$ cat src/rtl/letc_core_pkg.sv
// Shared LETC core types: PC/address widths, reset PC and fetch-stage state/group types.
// Latency: n/a (declarations only).
// Backpressure: n/a (declarations only).
package letc_core_pkg;

    // PCs are kept as 32-bit-instruction word addresses; byte address = {pc, 2'b00}.
    localparam int PC_WORD_W = 29;
    localparam int WORD_W    = 32;
    localparam int PADDR_W   = 32;

    typedef logic [PC_WORD_W-1:0] pc_word_t;
    typedef logic [WORD_W-1:0]    word_t;
    typedef logic [PADDR_W-1:0]   paddr_t;

    localparam pc_word_t RESET_PC_WORD = '0;

    // Widest fetch group the front end is built for.
    localparam int FETCH_WIDTH_MAX = 4;

    typedef enum logic [1:0] {
        ISSUE   = 2'd0,
        WAIT    = 2'd1,
        DRAIN   = 2'd2,
        FAULTED = 2'd3
    } fetch_state_e;

    // Per-group payload handed to F2 (lane mask lives beside it since its
    // width depends on the fetch width).
    typedef struct packed {
        pc_word_t pc_word;
        paddr_t   fetch_addr;
        logic     fault;
    } f2_group_t;

    // Word PC to zero-extended byte address.
    function automatic word_t pc_to_byte_addr(input pc_word_t pc);
        return {{(WORD_W - PC_WORD_W - 2){1'b0}}, pc, 2'b00};
    endfunction

endpackage

$ cat src/rtl/letc_core_fetch_group_calc.sv
// Fetch-group arithmetic: group base, valid-lane mask and next sequential group PC.
// Latency: purely combinational.
// Backpressure: none (no state).
//   i_pc        : current fetch PC (word address)
//   o_base      : i_pc with the low log2(FETCH_WIDTH) bits cleared
//   o_lane_mask : bit i set when lane i is at or after the PC's lane
//   o_next_pc   : o_base + FETCH_WIDTH, wrapping silently at the PC width
module letc_core_fetch_group_calc
    import letc_core_pkg::*;
#(
    parameter int FETCH_WIDTH = 2
) (
    input  pc_word_t               i_pc,
    output pc_word_t               o_base,
    output logic [FETCH_WIDTH-1:0] o_lane_mask,
    output pc_word_t               o_next_pc
);

    // FETCH_WIDTH is a power of two, so FETCH_WIDTH-1 selects the lane bits.
    // Written as a mask rather than a slice so FETCH_WIDTH=1 needs no special case.
    localparam pc_word_t LANE_BITS = pc_word_t'(FETCH_WIDTH - 1);

    pc_word_t lane_off;

    always_comb begin
        lane_off    = i_pc & LANE_BITS;
        o_base      = i_pc & ~LANE_BITS;
        o_next_pc   = o_base + pc_word_t'(FETCH_WIDTH);
        o_lane_mask = '0;
        for (int i = 0; i < FETCH_WIDTH; i++) begin
            o_lane_mask[i] = (pc_word_t'(i) >= lane_off);
        end
    end

endmodule

$ cat src/rtl/letc_core_fetch_pcgen.sv
// F1 fetch PC generator: trap/branch redirect, per-group ITLB translation (or bare bypass), registered F2 output.
// Latency: bare 1 cycle per group; translate = ITLB latency L + 1 cycle per group; redirect costs one bubble.
// Backpressure: output register holds until F2 ready; no new group or ITLB request is started without room.
//   Redirect in : i_trap_redirect/i_trap_target (wins), i_branch_taken/i_branch_target
//   ITLB        : o_itlb_req_valid/i_itlb_req_ready/o_itlb_req_vaddr, i_itlb_rsp_valid/_paddr/_fault
//   F2 out      : o_f2_valid/i_f2_ready, o_f2_pc_word, o_f2_fetch_addr, o_f2_lane_mask, o_f2_fault
module letc_core_fetch_pcgen
    import letc_core_pkg::*;
#(
    parameter int       FETCH_WIDTH   = 2,
    parameter pc_word_t RESET_PC_WORD = letc_core_pkg::RESET_PC_WORD
) (
    input  logic                   i_clk,
    input  logic                   i_rst_n,

    input  logic                   i_trap_redirect,
    input  pc_word_t               i_trap_target,
    input  logic                   i_branch_taken,
    input  pc_word_t               i_branch_target,

    input  logic                   i_translate_en,

    output logic                   o_itlb_req_valid,
    input  logic                   i_itlb_req_ready,
    output word_t                  o_itlb_req_vaddr,
    input  logic                   i_itlb_rsp_valid,
    input  paddr_t                 i_itlb_rsp_paddr,
    input  logic                   i_itlb_rsp_fault,

    output logic                   o_f2_valid,
    input  logic                   i_f2_ready,
    output pc_word_t               o_f2_pc_word,
    output paddr_t                 o_f2_fetch_addr,
    output logic [FETCH_WIDTH-1:0] o_f2_lane_mask,
    output logic                   o_f2_fault
);

    if (!((FETCH_WIDTH == 1) || (FETCH_WIDTH == 2) || (FETCH_WIDTH == 4))
        || (FETCH_WIDTH > FETCH_WIDTH_MAX)) begin : g_bad_fetch_width
        $error("letc_core_fetch_pcgen: FETCH_WIDTH must be 1, 2 or 4");
    end

    fetch_state_e           state_q,   state_d;
    pc_word_t               pc_q,      pc_d;
    logic                   f2_vld_q,  f2_vld_d;
    f2_group_t              f2_grp_q,  f2_grp_d;
    logic [FETCH_WIDTH-1:0] f2_mask_q, f2_mask_d;

    pc_word_t               grp_base;
    pc_word_t               grp_next_pc;
    logic [FETCH_WIDTH-1:0] grp_lane_mask;

    logic     redirect;
    pc_word_t redirect_target;
    logic     room;
    logic     itlb_req_vld;

    letc_core_fetch_group_calc #(
        .FETCH_WIDTH (FETCH_WIDTH)
    ) u_group_calc (
        .i_pc        (pc_q),
        .o_base      (grp_base),
        .o_lane_mask (grp_lane_mask),
        .o_next_pc   (grp_next_pc)
    );

    always_comb begin
        redirect        = i_trap_redirect | i_branch_taken;
        redirect_target = i_trap_redirect ? i_trap_target : i_branch_target;
        // Output register is free if empty or being drained this cycle.
        room            = !f2_vld_q || i_f2_ready;

        state_d      = state_q;
        pc_d         = pc_q;
        f2_vld_d     = f2_vld_q && !i_f2_ready;
        f2_grp_d     = f2_grp_q;
        f2_mask_d    = f2_mask_q;
        itlb_req_vld = 1'b0;

        if (redirect) begin
            // A redirect kills the presented group (a same-cycle F2 handshake
            // still completes) and any translation still in flight.
            pc_d     = redirect_target;
            f2_vld_d = 1'b0;
            unique case (state_q)
                // A response landing in the redirect cycle is simply dropped,
                // so nothing remains outstanding and DRAIN is not needed.
                WAIT, DRAIN: state_d = i_itlb_rsp_valid ? ISSUE : DRAIN;
                default:     state_d = ISSUE;
            endcase
        end else begin
            unique case (state_q)
                ISSUE: begin
                    if (room) begin
                        if (!i_translate_en) begin
                            f2_vld_d            = 1'b1;
                            f2_grp_d.pc_word    = pc_q;
                            f2_grp_d.fetch_addr = paddr_t'(pc_to_byte_addr(grp_base));
                            f2_grp_d.fault      = 1'b0;
                            f2_mask_d           = grp_lane_mask;
                            pc_d                = grp_next_pc;
                        end else begin
                            itlb_req_vld = 1'b1;
                            // pc_q is frozen for the whole of WAIT, so it
                            // serves as the latched group PC of the request.
                            if (i_itlb_req_ready) begin
                                state_d = WAIT;
                            end
                        end
                    end
                end
                WAIT: begin
                    // Room was checked before issuing, and nothing else loads
                    // the output register meanwhile, so it is empty here.
                    if (i_itlb_rsp_valid) begin
                        f2_vld_d            = 1'b1;
                        f2_grp_d.pc_word    = pc_q;
                        f2_grp_d.fetch_addr = i_itlb_rsp_paddr;
                        f2_grp_d.fault      = i_itlb_rsp_fault;
                        f2_mask_d           = grp_lane_mask;
                        if (i_itlb_rsp_fault) begin
                            state_d = FAULTED;
                        end else begin
                            pc_d    = grp_next_pc;
                            state_d = ISSUE;
                        end
                    end
                end
                DRAIN: begin
                    if (i_itlb_rsp_valid) begin
                        state_d = ISSUE;
                    end
                end
                FAULTED: begin
                    // Parked until a redirect; the faulting group drains normally.
                end
                default: begin
                    state_d = ISSUE;
                end
            endcase
        end
    end

    always_ff @(posedge i_clk or negedge i_rst_n) begin
        if (!i_rst_n) begin
            state_q   <= ISSUE;
            pc_q      <= RESET_PC_WORD;
            f2_vld_q  <= 1'b0;
            f2_grp_q  <= '0;
            f2_mask_q <= '0;
        end else begin
            state_q   <= state_d;
            pc_q      <= pc_d;
            f2_vld_q  <= f2_vld_d;
            f2_grp_q  <= f2_grp_d;
            f2_mask_q <= f2_mask_d;
        end
    end

    assign o_itlb_req_valid = itlb_req_vld;
    assign o_itlb_req_vaddr = pc_to_byte_addr(grp_base);

    assign o_f2_valid      = f2_vld_q;
    assign o_f2_pc_word    = f2_grp_q.pc_word;
    assign o_f2_fetch_addr = f2_grp_q.fetch_addr;
    assign o_f2_fault      = f2_grp_q.fault;
    assign o_f2_lane_mask  = f2_mask_q;

endmodule
$ cat config.mk
export PLATFORM = sky130hd
export DESIGN_NAME = letc_core_fetch_pcgen
export DESIGN_NICKNAME = d
export VERILOG_FILES = /design/src/rtl/letc_core_pkg.sv /design/src/rtl/letc_core_fetch_group_calc.sv /design/src/rtl/letc_core_fetch_pcgen.sv
export SDC_FILE = /design/constraint.sdc
export NUM_CORES = 1
export LEC_CHECK = 0
export BUFFER_PORTS_ARGS = -buffer_cell sky130_fd_sc_hd__buf_2
export CORE_UTILIZATION = 54
export CTS_CLUSTER_DIAMETER = 200
export DETAILED_ROUTE_END_ITERATION = 16
export PLACE_DENSITY = 0.87
export SYNTH_ARGS = -nofsm -noshare
export SYNTH_HDL_FRONTEND = slang
export SYNTH_SLANG_ARGS = --single-unit
$ cat constraint.sdc
create_clock -name i_clk -period 5.3 [get_ports i_clk]
set_clock_uncertainty 0.2 [all_clocks]
set_input_delay 0.53 -clock i_clk [delete_from_list [all_inputs] [get_ports i_clk]]
set_output_delay 0.53 -clock i_clk [all_outputs]
set_load 0.1 [all_outputs]
# Word level (Yosys, flattened, before mapping)
# Index checks and enable logic that the tools add are counted.
# Widths: inputs -> output; s select.
[word_totals] regBits=96 in_bits=99
[classes] magnitude_cmp=2 eq_ne=12 n_addsub=1 bitwise=2 n_reduce_logical=12 n_mux=34
[ops] cell="$mux 62" count=3
[ops] cell="$mux 29" count=6
[ops] cell="$pmux 62 s2" count=1
[ops] cell="$pmux 29 s2" count=1
[ops] cell="$add 29x2->29 const B" count=1
[ops] cell="$mux 2" count=12
[ops] cell="$ne 3x3->1 const B" count=7
[ops] cell="$reduce_and 5->1" count=2
[ops] cell="$mux 1" count=8
[ops] cell="$ne 2x2->1 const B" count=3
[ops] cell="$pmux 2 s3" count=1
[ops] cell="$reduce_and 6->1" count=1
[ops] cell="$pmux 2 s2" count=1
[ops] cell="$reduce_bool 4->1" count=1
[ops] cell="$reduce_bool 3->1" count=1
[ops] cell="$eq 2x1->1 const B" count=1
[ops] cell="$eq 2x2->1 const B" count=1
[ops] cell="$ge 1x1->1 const A" count=2
[ops] cell="$logic_not 1->1" count=2
[ops] cell="$logic_not 2->1" count=1
[ops] cell="$pmux 1 s2" count=1
[ops] cell="$reduce_bool 2->1" count=1
[ops] cell="$reduce_or 2->1" count=1
[ops] cell="$logic_and 1x1->1" count=1
[ops] cell="3 further kinds" count=3

# Depth between registers and ports, before layout
# Gate-level depths: netlist of the first run.
[logic_depth] ltp_word=6 depth_mapped=11 ltp_nobuf=7

# Modules after synthesis
# From an unflattened synthesis of the first run, not the netlist that was laid out.
[hier_totals] cells_unflattened=524 hier_area_um2=5581.6
[modules_own_cells] mod="letc_core_fetch_pcgen" seq_area_each_um2=2402.3 cells_per_inst=408 area_per_inst_um2=4764.6 instances=1
[modules_own_cells] mod="letc_core_fetch_group_calc" seq_area_each_um2=0.0 cells_per_inst=116 area_per_inst_um2=817.0 instances=1

# Least setup slack after synthesis of the first run
# Ideal clock, no wire load.
[synth_timing] kind="input -> output" from="input port i_branch_taken" to="output port o_itlb_req_valid" path_slack_ps=1203 arrival_time_ps=3367 cell_stages=5 path_buffers=3 path_cell_list="or2_0 -> clkbuf_1 -> clkbuf_1 -> buf_1 -> nor3_1"
[synth_via] elab_chain_cells=2
[synth_lines] element="from (decl)" line_no="letc_core_fetch_pcgen.sv:18" source="input logic i_branch_taken,"
[synth_lines] element="$or 1x1->1" line_no="letc_core_fetch_pcgen.sv:68" source="redirect = i_trap_redirect | i_branch_taken;"
[synth_lines] element="$mux 1" line_no="letc_core_fetch_pcgen.sv:80" source="if (redirect) begin"
[synth_lines] element="to (decl)" line_no="letc_core_fetch_pcgen.sv:23" source="output logic o_itlb_req_valid,"
# No other way between the ends.

# Final worst setup path of the first run
[layout_timing] from="register state_q[1]" to="register pc_q[11]"
[layout_via] elab_chain_cells=3 elab_cells_between_ends=10
[layout_lines] element="from (decl)" line_no="letc_core_fetch_pcgen.sv:43" source="fetch_state_e state_q, state_d;"
[layout_lines] element="from (signal assigned)" line_no="letc_core_fetch_pcgen.sv:152" source="state_q <= state_d;"
[layout_lines] element="$eq 2x1->1 or $logic_not 2->1 (tied branches)" line_no="letc_core_fetch_pcgen.sv:92" source="unique case (state_q)"
[layout_lines] element="$ne 3x3->1 (no source line) (tied with other cells)"
[layout_lines] element="$reduce_and 5->1 (no source line) or $mux 29 (tied branches)"
[layout_lines] element="to (signal assigned)" line_no="letc_core_fetch_pcgen.sv:153" source="pc_q <= pc_d;"
[layout_lines] element="to (decl)" line_no="letc_core_fetch_pcgen.sv:44" source="pc_word_t pc_q, pc_d;"
# Parallel ways exist; a longest one is shown, timed or not.
# A chain may end at the register's enable or synchronous reset.

==> metrics.csv, run 1 <==
metric;value;unit
setup_tns;0;ns
hp-class;input port to async pin;
power_density;637;nW/um2
fp.coreArea;9280;um2
place_hpwl;10900;um
num_rows;35;
dr.pass1.iters;5;
ctsHoldBuffers;0;
slew_viol_final;0;
finalWirelength;15200;um
maxSlewHeadroom;19.7;%
ys_types;59;
ys_warn_count;0;
worst_path_max_delay_cell;a21oi_1;
hold_ws;-0.0257;ns
pre_cts_slack;1.97;ns
numCtsBuffers;9;
cts_setup_buffers;0;
setup_slack;1.93;ns
crit_start;state_q[1];
synth_edf_count;0;
vdd_drop_max;0.337;mV
worst_ep_required_time;5.40;ns
hold_violations;11;
worst_setup_path_end_kind;flop;
grt_pass1_vias;4881;
cp_max_fo;26;
grt_max_degree;96;
die-area;10100;um2
drc;0;
die_h;100;um
num_vias;5048;
cap_violations;0;
fmax;296;MHz
areaGrowthSynthToFinish;19.4;%
grt_setup_unrepaired;no;
cts_resized;0;
clock-sinks;96;
startpoint_type;flop;
drt_iter0_markers;332;
critPathArrivalTime;3.47;ns
gr-total-overflow;0;
via_per_inst;5.85;
critical_path.top_delay_family;compound AO/OA/AOI/OAI gates;
drt.antenna.violating_nets;0;
antenna_cells;0;
tightestPinTransition;1.20;ns
antenna_found_initial;0;
drive_above_1_share;30.1;%
ctsHtreeMaxLevel;3;
ys_ff_latch;96;
start_util;56.2;%
cts.root.buffer_cell;clkbuf_8;
boundaryPins;197;
period_share;63.7;%
setup_viol;0;
avgSynthCellArea;8.84;um2
grt_use_total;31.1;%
clkLatencyLatePin;0.36;ns
wire_per_inst;17.6;um
p_leak;3.06;nW
crit_type;flop to flop;
fp.dieW;100;um
status;complete, but fails checks;
clock_path_buffers;2;
async_flop_share;100;%
grt_pass1_wl;24300;um
gp_congestion;0.977;
synthCells;590;
violations;hold timing;
netlist_area;5220;um2
max_stage_delay;0.80;ns
r2r-start;state_q[1];
crit_path_cell_trace;inv_1, ha_2, buf_4, nand2b_1, and2_1, a21oi_1, mux2_2, nand2_1;
layout_min_cycle_time;3.37;ns
final_util;67.1;%
synth-main-ff-cell;dfrtp_1;
port_buffers;192;
cts_tree;done;
cts.clk_slew.worst_paths;0.10;ns
path_buf_inv;2;
seq_area_frac_synth;46.1;%
nets;835;
-- area by class of cell --
class	instances	area, um2
clock buffer	9	124
clock inverter	5	106
fill	772	3060
inverter	6	22.5
multi-input combinational	421	2410
sequential	96	2400
tap	129	161
timing repair buffer	197	1000
-- cell usage in the layout (no fill, tap or decap), types with 5 or more instances in the layout --
| cell | netlist | layout |
|---|---|---|
| o311ai_0 | 7 | 7 |
| or4_1 | 5 | 5 |
| a21oi_1 | 18 | 18 |
| xnor2_1 | 5 | 5 |
| inv_1 | 5 | 5 |
| dfrtp_1 | 96 | 96 |
| nor2b_1 | 5 | 5 |
| nand2_1 | 157 | 157 |
| nand2b_1 | 5 | 5 |
| mux2i_1 | 33 | 33 |
| nor2_1 | 20 | 20 |
| a22oi_1 | 10 | 10 |
| a211oi_1 | 7 | 7 |
| nor4_1 | 8 | 8 |
| nand3_1 | 20 | 20 |
| a221oi_1 | 5 | 5 |
| o21ai_0 | 44 | 44 |
| o22ai_1 | 6 | 6 |
| buf_4 | 34 | 6 |
| buf_2 | 10 | 191 |
| clkbuf_8 | 0 | 9 |
-- cell families (layout without fill, tap and decap cells) --
logic type / count (synthesis) / after routing / share of synthesized area (%)
xor+xnor: 6 / 6 / 1.01
fa+ha+maj: 5 / 5 / 1.20
other cells: 1 / 4 / 0.0719
simple gates: 251 / 251 / 22.0
buf+inv: 76 / 217 / 8.16
compound gates: 121 / 121 / 14.9
flops: 96 / 96 / 46.1
mux: 34 / 34 / 6.55
-- Yosys cell counts, drive strengths merged (5+ instances only) --
library cell	count	area [um2]
a211oi	7	52.6
a21oi	18	90.1
a221oi	5	43.8
a22oi	10	75.1
buf	46	313
clkbuf	24	90.1
dfrtp	96	2400
ha	5	62.6
inv	5	18.8
mux2i	33	330
nand2	158	601
nand2b	5	31.3
nand3	21	110
nor2	21	86.3
nor2b	5	31.3
nor4	8	50.1
o21ai	44	220
o22ai	6	37.5
o311ai	7	61.3
or4	6	48.8
xnor2	5	43.8
-- metrics by stage --
step	hold slack, ns	total power, mW	cells	instance area [um2]
finish	-0.0257	3.96	863	6230
global route	0.0128	4.11	863	6230
CTS	0.00156	3.96	863	6230
detailed placement	0.251	3.40	849	6000
global placement	0.243	3.36	849	6000
floorplan	0.0344	3.03	593	5230
-- path summary, 6_finish.rpt --
kind / endpoint / slack (ns) / cells after the start
min reg2reg: o_f2_lane_mask[1] / 0.27 / 1
max reg2reg: pc_q[11] / 1.93 / 8
max in group asynchronous: pc_q[18] / 3.85 / 2
min: o_f2_fetch_addr[2] / -0.03 / 1
min in group i_clk: pc_q[23] / 0.19 / 3
max: pc_q[11] / 1.93 / 8
-- sequential cells by signal, summed over array words and instances, names as in the netlist --
signal and flops:
o_f2_fault 1, o_f2_fetch_addr 32, o_f2_lane_mask 2, o_f2_pc_word 29, o_f2_valid 1, pc_q 29
state_q 2
-- metal layers --
layer	GRT usage, %	part of all wire (%)	wire length (um)	vias up
met2	49.9	48	7310	321
met3	6.20	8.5	1290	33
met4	11.5	2.4	369	0
met5	0	0	0	-
li1	-	-	-	2302
met1	41.8	41	6240	2392
-- report_power, final --
| part | internal (mW) | switching [mW] | total (mW) |
|---|---|---|---|
| logic | 0.318 | 1.97 | 2.28 |
| clock network | 0.310 | 0.258 | 0.568 |
| registers | 0.944 | 0.168 | 1.11 |
Power figures use the tool's default switching activity.
==> run 2: changes to the inputs <==
--- a/config.mk
+++ b/config.mk
@@ -6,10 +6,10 @@
 export NUM_CORES = 1
 export LEC_CHECK = 0
 export BUFFER_PORTS_ARGS = -buffer_cell sky130_fd_sc_hd__buf_2
-export CORE_UTILIZATION = 54
+export CORE_UTILIZATION = 50
 export CTS_CLUSTER_DIAMETER = 200
 export DETAILED_ROUTE_END_ITERATION = 16
-export PLACE_DENSITY = 0.87
+export PLACE_DENSITY = 0.81
 export SYNTH_ARGS = -nofsm -noshare
 export SYNTH_HDL_FRONTEND = slang
 export SYNTH_SLANG_ARGS = --single-unit
==> constraint.sdc (replaced) <==
create_clock -name i_clk -period 3.2 [get_ports i_clk]
set_clock_uncertainty 0.2 [all_clocks]
set_input_delay 0.32 -clock i_clk [delete_from_list [all_inputs] [get_ports i_clk]]
set_output_delay 0.32 -clock i_clk [all_outputs]
set_load 0.1 [all_outputs]
==> run 2 against run 1 <==
Against the previous run:
- the run now ends clean
- sequential cell count unchanged
- register-to-register slack lost 1.4 ns
- critical endpoint is now o_f2_fetch_addr[8]
- final cell count is 3.1% higher
- sequential share of layout area shrank 1.1 points
==> metrics.csv, run 2 (synthesis gave the netlist of run 1 again) <==
metric;value;unit;change
cp_num_cells;6;;-2
boundaryPins;197;;unchanged
multi_input_area;2410;um2;+0.21%
reg2regPathDepth;6;;-2
p_leak;3.15;nW;+2.8%
clock-sinks;96;;unchanged
place_area;6090;um2;+1.5%
grt_use_total;27.9;%;-3.2 points
gr-total-overflow;0;;unchanged
cts.root.buffer_cell;clkbuf_8;;
largest_reg_flops;32;;unchanged
grt_max_degree;96;;unchanged
hold_start;i_trap_target[12];;
start_util;52.4;%;-3.8 points
dp_cells;862;;+1.5%
critical_path.top_delay_family;simple AND/OR/NAND/NOR gates;;
drc;0;;unchanged
met3_usage;6.08;%;-0.12 points
busiest_layer;met2;;
final_cell_mix;buf_2 (191), nand2_1 (157), dfrtp_1 (96);;
num_vias;5040;;-0.16%
finalWirelength;14900;um;-1.9%
crit_type;flop to flop;;
setup_tns;0;ns;unchanged
grt_setup_unrepaired;no;;
setup_viol;0;;unchanged
period_share;84.0;%;+20 points
layout_min_cycle_time;2.69;ns;-0.687 ns
numCtsBuffers;9;;unchanged
grt_pass1_wl;23900;um;-1.9%
crit_start;state_q[0];;
rrSetupSlack;0.51;ns;-1.41 ns
hp-class;input port to flop;;
worst_path_max_delay_cell;or3b_4;;
ctsHtreeMaxLevel;3;;unchanged
tightestPinTransition;0.972;ns;-0.230 ns
cts_tree;done;;
cap_violations;0;;unchanged
final_common_cell;buf_2;;
antenna_found_initial;0;;unchanged
grt_pass1_vias;4766;;-2.4%
final_cells;890;;+3.1%
clkLatencyLatePin;0.37;ns;about the same
wire_per_inst;16.8;um;-4.9%
slew_viol_final;0;;unchanged
num_rows;36;;+2.9%
die_h;104;um;+3.8%
r2r-start;state_q[0];;
critPathArrivalTime;2.69;ns;-0.78 ns
gp_congestion;0.907;;-7.1%
startpoint_type;flop;;
worst_ep_required_time;3.21;ns;-2.19 ns
num-fill-cells;849;;+10%
nets;856;;+2.5%
via_per_inst;5.66;;-3.2%
seq_area;2400;um2;unchanged
drive_above_1_share;30.6;%;+0.54 points
areaGrowthSynthToFinish;22.8;%;
grtUsageMet2;46.2;%;-3.8 points
reg2reg_to;o_f2_fetch_addr[8];;
place_hpwl;10900;um;+0.70%
antenna_cells;0;;unchanged
fmax;372;MHz;+26%
path_buf_inv;1;;-1
die-area;10800;um2;+7.8%
port_buffers;192;;unchanged
drt.antenna.violating_nets;0;;unchanged
hold_violations;0;;-11
fp.dieW;104;um;+3.8%
power_density;1010;nW/um2;+58%
design_area;6400;um2;+2.9%
vdd_drop_max;0.641;mV;+90%
cp_max_fo;95;;+270%
maxSlewHeadroom;35.2;%;+16 points
cts.clk_slew.worst_paths;0.09;ns;about the same
timing.critical_path.to;o_f2_fetch_addr[8];;
worst_setup_path_end_kind;flop;;
crit_path_cell_trace;inv_1, ha_1, nand3b_1, nand3_1, or3b_4, o21ai_0;;
fp.coreArea;9950;um2;+7.2%
min_path_cells;3;;
drt_iter0_markers;398;;+20%
max_stage_delay;0.79;ns;about the same
status;completed;;
clock_path_buffers;2;;unchanged
dr.pass1.iters;6;;+1
met1_usage;35.5;%;-6.2 points
[run 2: through the flow]
stage / hold slack, ns / utilization, % / power, mW / worst slack, ns
5_1_grt: 0.00264 / 64.3 / 6.69 / 0.174
3_5_place_dp: 0.149 / 61.1 / 5.65 / 0.532
6_report: 0.0158 / 64.3 / 6.45 / 0.512
3_3_place_gp: 0.145 / 61.1 / 5.58 / 0.668
4_1_cts: 0.00758 / 64.3 / 6.46 / 0.531
2_1_floorplan: -0.176 / - / 5.02 / 0.367
[run 2: what timing repair did]
item                                   in CTS  in global routing
resized for setup                           0                  0
endpoints found under the hold margin      52                  0
setup buffers                               0                  0
hold buffers                               12                  0
[run 2: final cells by class]
class                   count  area share [%]
well taps                 133            2.60
flip-flops and latches     96            37.5
clock buffers              11            2.21
clock inverters             5           0.879
multi-input cells         421            37.7
inverters                   6           0.352
repair buffers            218            18.8
[run 2: how the worst min path moves through the flow]
| stage | slack (ns) | end |
|---|---|---|
| CTS | 0.008 | pc_q[16] |
| global route | 0.003 | pc_q[16] |
| floorplan | -0.18 | o_f2_fault |
| detailed placement | 0.15 | o_f2_fault |
| global placement | 0.15 | o_f2_fault |
| finish | 0.02 | pc_q[12] |
[run 2: per-layer routing]
metal,vias to the layer above,wire length [um],part of all wire (%)
met4,0,329,2.2
met1,2390,6360,43
met3,35,1050,7.0
li1,2364,-,-
met2,251,7180,48
met5,-,0,0
[run 2: power by group]
part	switching [mW]	internal [mW]	leakage, nW	total [mW]
Combinational	3.27	0.550	1.86	3.82
Clock	0.424	0.382	0.0993	0.806
Sequential	0.260	1.56	1.19	1.82
[run 2: tightest hold or removal path, cell delays in order]
cell	delay [ns]
buf_2	0.08
a22oi_1	0.07
o21ai_0	0.07
